$ cat config.mk
export PLATFORM = sky130hd
export DESIGN_NAME = pipeline_hazard_ctrl_flat
export DESIGN_NICKNAME = d
export VERILOG_FILES = /design/src/rtl/pipeline_hazard_ctrl_pkg.sv /design/src/rtl/pipeline_hazard_ctrl_if.sv /design/src/rtl/pipeline_hazard_ctrl_forward_unit.sv /design/src/rtl/pipeline_hazard_ctrl.sv /design/src/flat_wrapper.sv
export SDC_FILE = /design/constraint.sdc
export NUM_CORES = 1
export LEC_CHECK = 0
export CORE_UTILIZATION = 30
export CTS_CLUSTER_DIAMETER = 80
export DETAILED_ROUTE_END_ITERATION = 12
export PLACE_DENSITY = 0.78
export SYNTH_ARGS = -nofsm -noshare
export SYNTH_HDL_FRONTEND = slang
export SYNTH_SLANG_ARGS = --single-unit
$ cat constraint.sdc
create_clock -name clk -period 2.5 [get_ports clk]
set_input_delay 0.5 -clock clk [delete_from_list [all_inputs] [get_ports clk]]
set_output_delay 0.5 -clock clk [all_outputs]
set_load 0.02 [all_outputs]
$ cat src/rtl/pipeline_hazard_ctrl_pkg.sv
// rtl/pipeline_hazard_ctrl_pkg.sv - shared types and constants for the pipeline hazard sequencer
//
// Package pipe_ctrl_pkg
//   state_t    : sequencer states (RUN, MEM_WAIT)
//   stage_en_t : one enable bit per pipeline register plus the PC
//   FWD_*      : ALU operand source encodings
//   REG_X0     : hard-wired zero register, never a hazard or forwarding source
//   fwd_sel()  : operand source select for one source register

package pipe_ctrl_pkg;

  typedef enum logic {
    RUN      = 1'b0,
    MEM_WAIT = 1'b1
  } state_t;

  typedef struct packed {
    logic pc;
    logic if_id;
    logic id_ex;
    logic ex_mem;
    logic mem_wb;
  } stage_en_t;

  localparam logic [1:0] FWD_REG = 2'b00;
  localparam logic [1:0] FWD_MEM = 2'b01;
  localparam logic [1:0] FWD_WB  = 2'b10;

  localparam logic [4:0] REG_X0 = 5'd0;

  // The MEM stage holds the younger result, so it wins over WB when both
  // target the same register.
  function automatic logic [1:0] fwd_sel(
    input logic [4:0] rs,
    input logic [4:0] mem_rd,
    input logic       mem_ruwr,
    input logic [4:0] wb_rd,
    input logic       wb_ruwr
  );
    logic [1:0] sel;
    sel = FWD_REG;
    if (rs != REG_X0) begin
      if (mem_ruwr && (mem_rd == rs)) begin
        sel = FWD_MEM;
      end else if (wb_ruwr && (wb_rd == rs)) begin
        sel = FWD_WB;
      end
    end
    return sel;
  endfunction

endpackage

$ cat src/rtl/pipeline_hazard_ctrl_if.sv
// rtl/pipeline_hazard_ctrl_if.sv - bundle between the datapath and the hazard sequencer
//
// master : datapath side, drives register ids, hazard flags and the data
//          memory handshake; receives stage enables, flushes, forwarding
//          selects, the timeout flag and the performance counters.
// slave  : hazard sequencer side, the mirror image.

interface pipeline_hazard_ctrl_if #(
  parameter int CNT_W = 32
);

  logic [4:0]       id_rs1;
  logic [4:0]       id_rs2;
  logic             id_use_rs1;
  logic             id_use_rs2;
  logic [4:0]       ex_rs1;
  logic [4:0]       ex_rs2;
  logic [4:0]       ex_rd;
  logic             ex_dmrd;
  logic [4:0]       mem_rd;
  logic [4:0]       wb_rd;
  logic             mem_ruwr;
  logic             wb_ruwr;
  logic             ex_br_taken;
  logic             dm_req;
  logic             dm_ready;

  logic             pc_en;
  logic             if_id_en;
  logic             id_ex_en;
  logic             ex_mem_en;
  logic             mem_wb_en;
  logic             if_id_flush;
  logic             id_ex_flush;
  logic [1:0]       fwd_a;
  logic [1:0]       fwd_b;
  logic             mem_timeout;
  logic [CNT_W-1:0] stall_cnt;
  logic [CNT_W-1:0] flush_cnt;
  logic [CNT_W-1:0] wait_cnt;

  modport master (
    output id_rs1, id_rs2, id_use_rs1, id_use_rs2,
    output ex_rs1, ex_rs2, ex_rd, ex_dmrd,
    output mem_rd, wb_rd, mem_ruwr, wb_ruwr,
    output ex_br_taken, dm_req, dm_ready,
    input  pc_en, if_id_en, id_ex_en, ex_mem_en, mem_wb_en,
    input  if_id_flush, id_ex_flush, fwd_a, fwd_b,
    input  mem_timeout, stall_cnt, flush_cnt, wait_cnt
  );

  modport slave (
    input  id_rs1, id_rs2, id_use_rs1, id_use_rs2,
    input  ex_rs1, ex_rs2, ex_rd, ex_dmrd,
    input  mem_rd, wb_rd, mem_ruwr, wb_ruwr,
    input  ex_br_taken, dm_req, dm_ready,
    output pc_en, if_id_en, id_ex_en, ex_mem_en, mem_wb_en,
    output if_id_flush, id_ex_flush, fwd_a, fwd_b,
    output mem_timeout, stall_cnt, flush_cnt, wait_cnt
  );

endinterface

$ cat src/rtl/pipeline_hazard_ctrl_forward_unit.sv
// rtl/pipeline_hazard_ctrl_forward_unit.sv - combinational ALU operand forwarding select
//
// Ports
//   ex_rs1, ex_rs2   : source registers of the instruction in EX
//   mem_rd, mem_ruwr : MEM-stage destination and write enable
//   wb_rd, wb_ruwr   : WB-stage destination and write enable
//   fwd_a, fwd_b     : operand source, 00 reg file, 01 MEM, 10 WB
// Purely combinational; equally usable for the branch comparator operands.

module forward_unit
  import pipe_ctrl_pkg::*;
(
  input  logic [4:0] ex_rs1,
  input  logic [4:0] ex_rs2,
  input  logic [4:0] mem_rd,
  input  logic       mem_ruwr,
  input  logic [4:0] wb_rd,
  input  logic       wb_ruwr,
  output logic [1:0] fwd_a,
  output logic [1:0] fwd_b
);

  assign fwd_a = fwd_sel(ex_rs1, mem_rd, mem_ruwr, wb_rd, wb_ruwr);
  assign fwd_b = fwd_sel(ex_rs2, mem_rd, mem_ruwr, wb_rd, wb_ruwr);

endmodule

$ cat src/rtl/pipeline_hazard_ctrl.sv
// rtl/pipeline_hazard_ctrl.sv - hazard sequencer for the 5-stage RV32I pipeline
//
// Load-use stalls, operand forwarding, branch squash and data-memory wait
// freeze with a bounded wait and a sticky timeout flag.
//
// Ports
//   clk, rst_n : core clock, asynchronous active-low reset
//   hz (slave) : datapath bundle, see pipeline_hazard_ctrl_if
// Parameters
//   MAX_WAIT   : MEM_WAIT cycles allowed before timeout (2..255)
//   CNT_W      : performance counter width
// Build option
//   HAZARD_PERF_CNT_EN : when defined, stall_cnt/flush_cnt/wait_cnt are live
//                        counters; otherwise they read as zero.

module pipeline_hazard_ctrl
  import pipe_ctrl_pkg::*;
#(
  parameter int MAX_WAIT = 16,
  parameter int CNT_W    = 32
) (
  input logic                 clk,
  input logic                 rst_n,
  pipeline_hazard_ctrl_if.slave hz
);

  localparam logic [7:0] WAIT_LAST = 8'(MAX_WAIT - 1);

  state_t     state;
  logic [7:0] wait_q;
  logic       branch_pend;
  logic       mem_timeout_q;

  logic       rs1_hit;
  logic       rs2_hit;
  logic       load_use;
  logic       in_wait;
  logic       timeout_now;
  logic       frozen;
  logic       normal;
  logic       br_apply;
  logic       lu_apply;

  stage_en_t  en;
  logic       if_id_flush;
  logic       id_ex_flush;
  logic [1:0] fwd_a_raw;
  logic [1:0] fwd_b_raw;

  forward_unit u_fwd (
    .ex_rs1   (hz.ex_rs1),
    .ex_rs2   (hz.ex_rs2),
    .mem_rd   (hz.mem_rd),
    .mem_ruwr (hz.mem_ruwr),
    .wb_rd    (hz.wb_rd),
    .wb_ruwr  (hz.wb_ruwr),
    .fwd_a    (fwd_a_raw),
    .fwd_b    (fwd_b_raw)
  );

  // Cycle classification: frozen (all stages hold), timeout release (only
  // EX/MEM advances so the stuck access retires) or normal flow.
  always_comb begin
    rs1_hit     = hz.id_use_rs1 && (hz.id_rs1 == hz.ex_rd);
    rs2_hit     = hz.id_use_rs2 && (hz.id_rs2 == hz.ex_rd);
    load_use    = hz.ex_dmrd && (hz.ex_rd != REG_X0) && (rs1_hit || rs2_hit);
    in_wait     = (state == MEM_WAIT);
    timeout_now = in_wait && !hz.dm_ready && (wait_q == WAIT_LAST);
    frozen      = in_wait ? (!hz.dm_ready && !timeout_now)
                          : (hz.dm_req && !hz.dm_ready);
    normal      = !frozen && !timeout_now;
    // A branch resolved while frozen is remembered and applied on release.
    br_apply    = normal && (hz.ex_br_taken || branch_pend);
    // Squashing the branch shadow already removes the dependent instruction.
    lu_apply    = normal && !br_apply && load_use;
  end

  always_comb begin
    en          = '0;
    if_id_flush = 1'b0;
    id_ex_flush = 1'b0;
    if (!rst_n) begin
      if_id_flush = 1'b1;
      id_ex_flush = 1'b1;
    end else if (normal) begin
      en.pc       = !lu_apply;
      en.if_id    = !lu_apply;
      en.id_ex    = 1'b1;
      en.ex_mem   = 1'b1;
      en.mem_wb   = 1'b1;
      if_id_flush = br_apply;
      id_ex_flush = br_apply || lu_apply;
    end else if (timeout_now) begin
      en.ex_mem = 1'b1;
    end
  end

  always_ff @(posedge clk or negedge rst_n) begin
    if (!rst_n) begin
      state         <= RUN;
      wait_q        <= 8'd0;
      branch_pend   <= 1'b0;
      mem_timeout_q <= 1'b0;
    end else begin
      case (state)
        RUN: begin
          if (hz.dm_req && !hz.dm_ready) begin
            state  <= MEM_WAIT;
            wait_q <= 8'd0;
          end
        end
        MEM_WAIT: begin
          wait_q <= wait_q + 8'd1;
          if (hz.dm_ready || timeout_now) begin
            state <= RUN;
          end
          if (timeout_now) begin
            mem_timeout_q <= 1'b1;
          end
        end
        default: state <= RUN;
      endcase

      if (br_apply) begin
        branch_pend <= 1'b0;
      end else if (frozen && hz.ex_br_taken) begin
        branch_pend <= 1'b1;
      end
    end
  end

  assign hz.pc_en       = en.pc;
  assign hz.if_id_en    = en.if_id;
  assign hz.id_ex_en    = en.id_ex;
  assign hz.ex_mem_en   = en.ex_mem;
  assign hz.mem_wb_en   = en.mem_wb;
  assign hz.if_id_flush = if_id_flush;
  assign hz.id_ex_flush = id_ex_flush;
  assign hz.fwd_a       = rst_n ? fwd_a_raw : FWD_REG;
  assign hz.fwd_b       = rst_n ? fwd_b_raw : FWD_REG;
  assign hz.mem_timeout = mem_timeout_q;

`ifdef HAZARD_PERF_CNT_EN
  logic [CNT_W-1:0] stall_q;
  logic [CNT_W-1:0] flush_q;
  logic [CNT_W-1:0] wait_cnt_q;

  always_ff @(posedge clk or negedge rst_n) begin
    if (!rst_n) begin
      stall_q    <= '0;
      flush_q    <= '0;
      wait_cnt_q <= '0;
    end else begin
      if (lu_apply) stall_q    <= stall_q + 1'b1;
      if (br_apply) flush_q    <= flush_q + 1'b1;
      if (in_wait)  wait_cnt_q <= wait_cnt_q + 1'b1;
    end
  end

  assign hz.stall_cnt = stall_q;
  assign hz.flush_cnt = flush_q;
  assign hz.wait_cnt  = wait_cnt_q;
`else
  assign hz.stall_cnt = {CNT_W{1'b0}};
  assign hz.flush_cnt = {CNT_W{1'b0}};
  assign hz.wait_cnt  = {CNT_W{1'b0}};
`endif

endmodule

$ cat src/flat_wrapper.sv
// flat-port wrapper written by rule: the top's interface ports become plain ports
module pipeline_hazard_ctrl_flat import pipe_ctrl_pkg::*;
#(
  parameter int MAX_WAIT = 16,
  parameter int CNT_W    = 32
)
  (clk, rst_n, hz_id_rs1, hz_id_rs2, hz_id_use_rs1, hz_id_use_rs2, hz_ex_rs1, hz_ex_rs2, hz_ex_rd, hz_ex_dmrd, hz_mem_rd, hz_wb_rd, hz_mem_ruwr, hz_wb_ruwr, hz_ex_br_taken, hz_dm_req, hz_dm_ready, hz_pc_en, hz_if_id_en, hz_id_ex_en, hz_ex_mem_en, hz_mem_wb_en, hz_if_id_flush, hz_id_ex_flush, hz_fwd_a, hz_fwd_b, hz_mem_timeout, hz_stall_cnt, hz_flush_cnt, hz_wait_cnt);
  pipeline_hazard_ctrl_if #(.CNT_W(CNT_W)) hz_i ();
  input logic clk;
  input logic rst_n;
  input wire logic [$bits(hz_i.id_rs1)-1:0] hz_id_rs1;
  input wire logic [$bits(hz_i.id_rs2)-1:0] hz_id_rs2;
  input wire logic [$bits(hz_i.id_use_rs1)-1:0] hz_id_use_rs1;
  input wire logic [$bits(hz_i.id_use_rs2)-1:0] hz_id_use_rs2;
  input wire logic [$bits(hz_i.ex_rs1)-1:0] hz_ex_rs1;
  input wire logic [$bits(hz_i.ex_rs2)-1:0] hz_ex_rs2;
  input wire logic [$bits(hz_i.ex_rd)-1:0] hz_ex_rd;
  input wire logic [$bits(hz_i.ex_dmrd)-1:0] hz_ex_dmrd;
  input wire logic [$bits(hz_i.mem_rd)-1:0] hz_mem_rd;
  input wire logic [$bits(hz_i.wb_rd)-1:0] hz_wb_rd;
  input wire logic [$bits(hz_i.mem_ruwr)-1:0] hz_mem_ruwr;
  input wire logic [$bits(hz_i.wb_ruwr)-1:0] hz_wb_ruwr;
  input wire logic [$bits(hz_i.ex_br_taken)-1:0] hz_ex_br_taken;
  input wire logic [$bits(hz_i.dm_req)-1:0] hz_dm_req;
  input wire logic [$bits(hz_i.dm_ready)-1:0] hz_dm_ready;
  output wire logic [$bits(hz_i.pc_en)-1:0] hz_pc_en;
  output wire logic [$bits(hz_i.if_id_en)-1:0] hz_if_id_en;
  output wire logic [$bits(hz_i.id_ex_en)-1:0] hz_id_ex_en;
  output wire logic [$bits(hz_i.ex_mem_en)-1:0] hz_ex_mem_en;
  output wire logic [$bits(hz_i.mem_wb_en)-1:0] hz_mem_wb_en;
  output wire logic [$bits(hz_i.if_id_flush)-1:0] hz_if_id_flush;
  output wire logic [$bits(hz_i.id_ex_flush)-1:0] hz_id_ex_flush;
  output wire logic [$bits(hz_i.fwd_a)-1:0] hz_fwd_a;
  output wire logic [$bits(hz_i.fwd_b)-1:0] hz_fwd_b;
  output wire logic [$bits(hz_i.mem_timeout)-1:0] hz_mem_timeout;
  output wire logic [$bits(hz_i.stall_cnt)-1:0] hz_stall_cnt;
  output wire logic [$bits(hz_i.flush_cnt)-1:0] hz_flush_cnt;
  output wire logic [$bits(hz_i.wait_cnt)-1:0] hz_wait_cnt;
  assign hz_i.id_rs1 = hz_id_rs1;
  assign hz_i.id_rs2 = hz_id_rs2;
  assign hz_i.id_use_rs1 = hz_id_use_rs1;
  assign hz_i.id_use_rs2 = hz_id_use_rs2;
  assign hz_i.ex_rs1 = hz_ex_rs1;
  assign hz_i.ex_rs2 = hz_ex_rs2;
  assign hz_i.ex_rd = hz_ex_rd;
  assign hz_i.ex_dmrd = hz_ex_dmrd;
  assign hz_i.mem_rd = hz_mem_rd;
  assign hz_i.wb_rd = hz_wb_rd;
  assign hz_i.mem_ruwr = hz_mem_ruwr;
  assign hz_i.wb_ruwr = hz_wb_ruwr;
  assign hz_i.ex_br_taken = hz_ex_br_taken;
  assign hz_i.dm_req = hz_dm_req;
  assign hz_i.dm_ready = hz_dm_ready;
  assign hz_pc_en = hz_i.pc_en;
  assign hz_if_id_en = hz_i.if_id_en;
  assign hz_id_ex_en = hz_i.id_ex_en;
  assign hz_ex_mem_en = hz_i.ex_mem_en;
  assign hz_mem_wb_en = hz_i.mem_wb_en;
  assign hz_if_id_flush = hz_i.if_id_flush;
  assign hz_id_ex_flush = hz_i.id_ex_flush;
  assign hz_fwd_a = hz_i.fwd_a;
  assign hz_fwd_b = hz_i.fwd_b;
  assign hz_mem_timeout = hz_i.mem_timeout;
  assign hz_stall_cnt = hz_i.stall_cnt;
  assign hz_flush_cnt = hz_i.flush_cnt;
  assign hz_wait_cnt = hz_i.wait_cnt;
  pipeline_hazard_ctrl #(.MAX_WAIT(MAX_WAIT), .CNT_W(CNT_W)) u_core (.clk(clk), .rst_n(rst_n), .hz(hz_i));
endmodule
# --- Yosys cells after proc, flatten, opt, wreduce, memory -nomap -nowiden ---
# Index checks and enable logic that the tools add are counted.
totals:
  reg_bits: 11
  input_bits: 45
  mem_bits_ro: 0
  word_cells: 70
  n_memories: 0
  ram_bits: 0
  latch_bits: 0
  out_inout_bits: 108
op_classes:
  shifts: 0
  reduce_logical: 31
  n_lt_le_gt_ge: 0
  add_sub_neg: 1
  bitwise_logic: 1
  n_mul: 0
  div_mod_pow: 0
  eq_ne: 8
  muxes: 25
ops:
  columns: ["operator", "count"]
  rows:
  - ["== test 5 bit", 6]
  - ["logical AND 1 bit", 17]
  - ["two-way mux 2 bit", 8]
  - ["one-hot mux 8 bit (2 select lines)", 1]
  - ["nonzero test 5 bit", 3]
  - ["two-way mux 1 bit", 12]
  - ["adder 8 x 1 -> 8 bit (second input constant)", 1]
  - ["== test 8 x 4 -> 1 bit (second input constant)", 1]
  - ["two-way mux 8 bit", 1]
  - ["logical NOT 1 bit", 5]
  - ["two-way mux 5 bit", 1]
  - ["logical OR 1 bit", 4]
  - ["two-way mux 3 bit", 1]
  - ["!= test 2 x 1 -> 1 bit (second input constant)", 1]
  - ["one-hot mux 1 bit (2 select lines)", 1]
  - ["AND reduction 2 bit", 1]
  - ["nonzero test 2 bit", 1]
  - ["inverter 1 bit", 1]

# --- Longest topological paths before layout ---
logic_depth:
  depth_word: 15
  ltp_mapped: 5
  mapped_depth_nobuf: 5

# --- Cells and area by module ---
# From an unflattened synthesis, not the netlist that was laid out.
hier_totals:
  hier_cells: 211
  area_unflattened_um2: 1711.6
by_module_without_submodules:
  columns: ["module", "seq_area_each_um2", "n_inst", "cells_per_inst", "area_each_um2"]
  rows:
  - ["pipeline_hazard_ctrl", 275.3, 1, 175, 1441.4]
  - ["forward_unit", 0.0, 1, 36, 270.3]

# --- Worst setup path after synthesis ---
# Ideal clock, no wire load.
synth_timing:
  kind: "input to output"
  from: "input port hz_ex_rd[1]"
  to: "output port hz_pc_en"
  t_arrival_ns: 1.632
  t_required_ns: 2.000
  path_stages: 4
  n_path_buf: 1
  slack_ns: 0.368
  path_cell_list: "or4_4 > o2111ai_2 > o21a_1 > buf_4"
synth_between:
  elab_chain_cells: 8
  elab_cells_between_ends: 12
  classes_between: "2 x eq/ne; 2 x mux; 8 x reduce/logical"
synth_lines:
  columns: ["element", "line", "text"]
  rows:
  - ["start: declaration", "flat_wrapper.sv:17", "input wire logic [$bits(hz_i.ex_rd)-1:0] hz_ex_rd;"]
  - ["== test 5 bit, on equally long branches", "pipeline_hazard_ctrl.sv:64, pipeline_hazard_ctrl.sv:65", null]
  - ["logical AND 1 bit, on equally long branches", "pipeline_hazard_ctrl.sv:64, pipeline_hazard_ctrl.sv:65", null]
  - ["logical OR 1 bit", "pipeline_hazard_ctrl.sv:66", "load_use = hz.ex_dmrd && (hz.ex_rd != REG_X0) && (rs1_hit || rs2_hit);"]
  - ["logical AND 1 bit (*)", "pipeline_hazard_ctrl.sv:66", null]
  - ["logical AND 1 bit (*)", "pipeline_hazard_ctrl.sv:75", "lu_apply = normal && !br_apply && load_use;"]
  - ["logical NOT 1 bit (*)", "pipeline_hazard_ctrl.sv:86", "en.pc = !lu_apply;"]
  - ["two-way mux 3 bit (*)", "pipeline_hazard_ctrl.sv:85", "end else if (normal) begin"]
  - ["two-way mux 5 bit (*)", "pipeline_hazard_ctrl.sv:82", "if (!rst_n) begin"]
  - ["end: declaration", "flat_wrapper.sv:26", "output wire logic [$bits(hz_i.pc_en)-1:0] hz_pc_en;"]
# Mark *: on every way between the ends. The rest lies on a longest branch, timed or not.

# --- Worst setup path in the final report ---
layout_timing:
  from: "input port hz_mem_rd[3]"
  to: "output port hz_fwd_a[1]"
layout_between:
  elab_chain_cells: 5
layout_lines:
  columns: ["element", "line", "text"]
  rows:
  - ["start: declaration", "flat_wrapper.sv:19", "input wire logic [$bits(hz_i.mem_rd)-1:0] hz_mem_rd;"]
  - ["== test 5 bit", "pipeline_hazard_ctrl_pkg.sv:43", "if (mem_ruwr && (mem_rd == rs)) begin"]
  - ["logical AND 1 bit", "pipeline_hazard_ctrl_pkg.sv:43", null]
  - ["two-way mux 2 bit", "pipeline_hazard_ctrl_pkg.sv:43", null]
  - ["two-way mux 2 bit", "pipeline_hazard_ctrl_pkg.sv:42", "if (rs != REG_X0) begin"]
  - ["two-way mux 2 bit", "pipeline_hazard_ctrl.sv:139", "assign hz.fwd_a = rst_n ? fwd_a_raw : FWD_REG;"]
  - ["end: declaration", "flat_wrapper.sv:33", "output wire logic [$bits(hz_i.fwd_a)-1:0] hz_fwd_a;"]
# No other way between the ends.

==> summary.md <==
| Metric | Value |
|---|---|
| Critical Path End Type | output pin |
| GRT Util Overall | between 10% and 20% |
| Hold Vio Cnt, Final | 0 |
| Grt met2 use | roughly 22% |
| Drt pass-1 iters | 3 |
| Post-CTS Hold Fix Bufs | 0 |
| Top cell by count, worst path | nor4_1 |
| Clk buf depth | 2 |
| DRC viols | 0 |
| Final setup fails | 0 |
| Critical Path Start Type | input pin |
| Total power draw | 815 µW |
| Post-Syn Area | between 1500 and 2000 µm² |
| Clock skew | around 0.0012 ns |
| CP Capture Point | hz_fwd_a[1] |
| Static Leak | between 1 and 1.5 nW |
| GRT Max-Usage Layer | met2 |
| Fillers | approximately 570 |
| FP Rows | 27 |
| Final core occ | around two fifths |
| Initial Utilization | a little under a third |
| Max-Cap Viols | 0 |
| Mean area per synthesized cell | about 8 µm² |
| Final HPWL DP | roughly 3200 µm |
| Postcts setup bufs | 0 |
| Post-Synthesis Cells | 210 |
| Met1 Usage GRT | a little over a tenth |
| IO Port Bufs | 56 |
| Max incr delay on CP | about 0.54 ns |
| #FFs+latches synth | 11 |
| HP Class | reg2reg |
| Final WL | 3630 µm |
| CP cell instances | clkdlybuf4s50_1 -> xor2_2 -> nor4_1 -> and3_1 -> nor4_1 -> buf_2 |
| Final Cycle Share | between 90% and 100% |
| CTS tree | done |
| Placed Instances | ~360 |
| Die width | roughly 78 µm |
| CORE AREA | 5510 µm² |
| CTS H-tree lvls | 1 |
| Crit-path max FO | 2 |
| Ys Warns | 0 |
| Routed WL per cell | 10.1 µm |
| R2R Path End | u_core.branch_pend |
| Commonest non-fill, non-tap cells in the layout | conb_1, clkdlybuf4s50_1, buf_4, xor2_1, xnor2_1 |
| DR vias | about 1,400 |
| RSZ-0062 raised after global routing | true |
| Layout area overhead | 27.3% |
| Initial antenna violation count | 0 |
| Largest net degree at the start of global routing | 12 |
| Register area share after synthesis | between 10% and 20% |
| Final Wtd Congestion | around 0.82 |
| Max-slew violations | 0 |
| I/O pins | between 150 and 200 |
| GR Overflow Total | 0 |
| Total clock sinks | 11 |
| PwrDens | between 300 and 400 nW/µm² |
| Reg2reg start | u_core.wait_q[0] |
| Worst-Skew Late Latency | 0.24 ns |
| Post-route minimum period | around 2.5 ns |
| Setup TNS | 0 ns |
| Post-layout nets | about 330 |
| Outcome | finished clean |
| Crit. Startpoint | hz_mem_rd[3] |
| DRT antenna net count | 0 |
| Die H | around 78 µm |
| Worst Reg-to-Reg Cells | 6 |
| CTS root buffer | clkbuf_8 |
| # diodes | 0 |
| R2R Setup Slk | about 0.91 ns |
| Critical path arrival | ~2 ns |
| DR vias/cell | between 3 and 4 |
| Commonest non-fill, non-tap cell in the layout | conb_1 |
| Post-synth cell types | 37 |
| CP max stage cell | clkdlybuf4s50_1 |
| CP Class | in2out |
| First-pass GRT wire length | 5320 µm |
| Share of layout cells above drive strength 1 | about 15% |
| Grt met3 use | ~3.6% |
| TritonCTS buffer count | 3 |
| Clock transition at path regs | 0.05 ns |
| Die area | 6050 µm² |
| Max VDD drop | 0.000126 V |
| Fmax | 0.406 GHz |
| Vias in the first global route | between 1,000 and 1,500 |
| DR iter-0 viols | 25 |
| Final cell count without fillers | between 300 and 400 |
| CP required | around 2.0 ns |
-- cell usage after synthesis (all sizes together) --
library cell	n	area, µm²
a32oi	1	8.76
buf	99	741
a22o	1	8.76
o221ai	1	8.76
nand4b	1	8.76
o21ai	6	33.8
nor3b	2	15.0
and3	2	12.5
a31o	1	8.76
inv	4	15.0
clkbuf	1	3.75
nor4	7	50.1
ha	1	12.5
nand4	4	25.0
conb	1	3.75
o21a	1	7.51
o2111ai	1	15.0
o31ai	3	22.5
nand2b	1	13.8
or4	3	26.3
a221oi	1	8.76
or2	1	6.26
mux2i	1	10.0
o211ai	3	22.5
dfrtp	11	275
xnor2	12	105
and2	3	18.8
nand3	5	25.0
nor2	7	26.3
xor2	17	149
nand2	7	26.3
o21bai	1	7.51
-- cell type report --
class                           count  area [µm²]  share of cell area, %
Multi-Input combinational cell    190        1070                   48.6
Clock buffer                        4        45.0                   2.05
Timing Repair Buffer               78         701                   32.0
Inverter                            4        15.0                  0.685
Tap cell                           72        90.1                   4.11
Sequential cell                    11         275                   12.6
-- where the power goes --
group / switching (mW) / total, mW / leakage [nW] / internal (mW)
registers: 0.0310 / 0.237 / 0.148 / 0.206
logic: 0.242 / 0.396 / 0.939 / 0.155
clock network: 0.0689 / 0.181 / 0.0228 / 0.112
-- kinds of logic (layout without fill, tap and decap cells) --
logic type	count (synthesis)	in the layout	share of synthesized area, %
DFF	11	11	16.0
adders and majority gates	1	1	0.727
muxes	1	1	0.581
xor gates and xnor gates	29	29	14.8
buffers and inverters	104	86	44.1
other	1	96	0.218
and+or+nand+nor	43	43	14.8
AOI/OAI and AO/OA	20	20	8.87
-- worst max-delay path: cells and delay by family --
family / cells / cell delay (ns)
buffers and inverters: 2 / 0.76
and+or+nand+nor: 3 / 0.53
xor gates and xnor gates: 1 / 0.17
-- sequential cells by signal (all words and copies together), names as in the netlist --
register	flops
u_core.wait_q	8
u_core.branch_pend	1
u_core.in_wait	1
u_core.hz.mem_timeout	1
-- per-stage QoR --
stage                     worst slack [ns]  hold WS [ns]  cell area (µm²)
final                               0.0377         0.495             2190
after global routing               -0.0875         0.519             2190
after CTS                          -0.0134         0.500             2170
after detailed placement            -0.512         0.470             2150
after global placement              -0.500         0.462             2150
after floorplan                      0.368         0.204             2080
-- how the worst min path moves through the flow --
stage / startpoint / end / depth (start not counted) / slack (ns)
final: u_core.hz.mem_timeout / u_core.hz.mem_timeout / 1 / 0.49
after global routing: u_core.hz.mem_timeout / u_core.hz.mem_timeout / 1 / 0.52
after CTS: u_core.hz.mem_timeout / u_core.hz.mem_timeout / 1 / 0.50
after detailed placement: u_core.hz.mem_timeout / u_core.hz.mem_timeout / 1 / 0.47
after global placement: u_core.hz.mem_timeout / u_core.hz.mem_timeout / 1 / 0.46
after floorplan: rst_n / u_core.branch_pend / 0 / 0.20
-- layer usage --
metal	vias up	wire (µm)
met4	0	42
met2	75	1970
met1	624	1290
li1	666	-
met3	5	329
met5	-	0
-- repair_timing --
action,4_1_cts,5_1_grt
gates resized for setup,42,12
gates cloned,0,0
pin swaps,5,6
setup endpoints to repair,11,6
No activity file was read; power rests on OpenSTA's default activity.
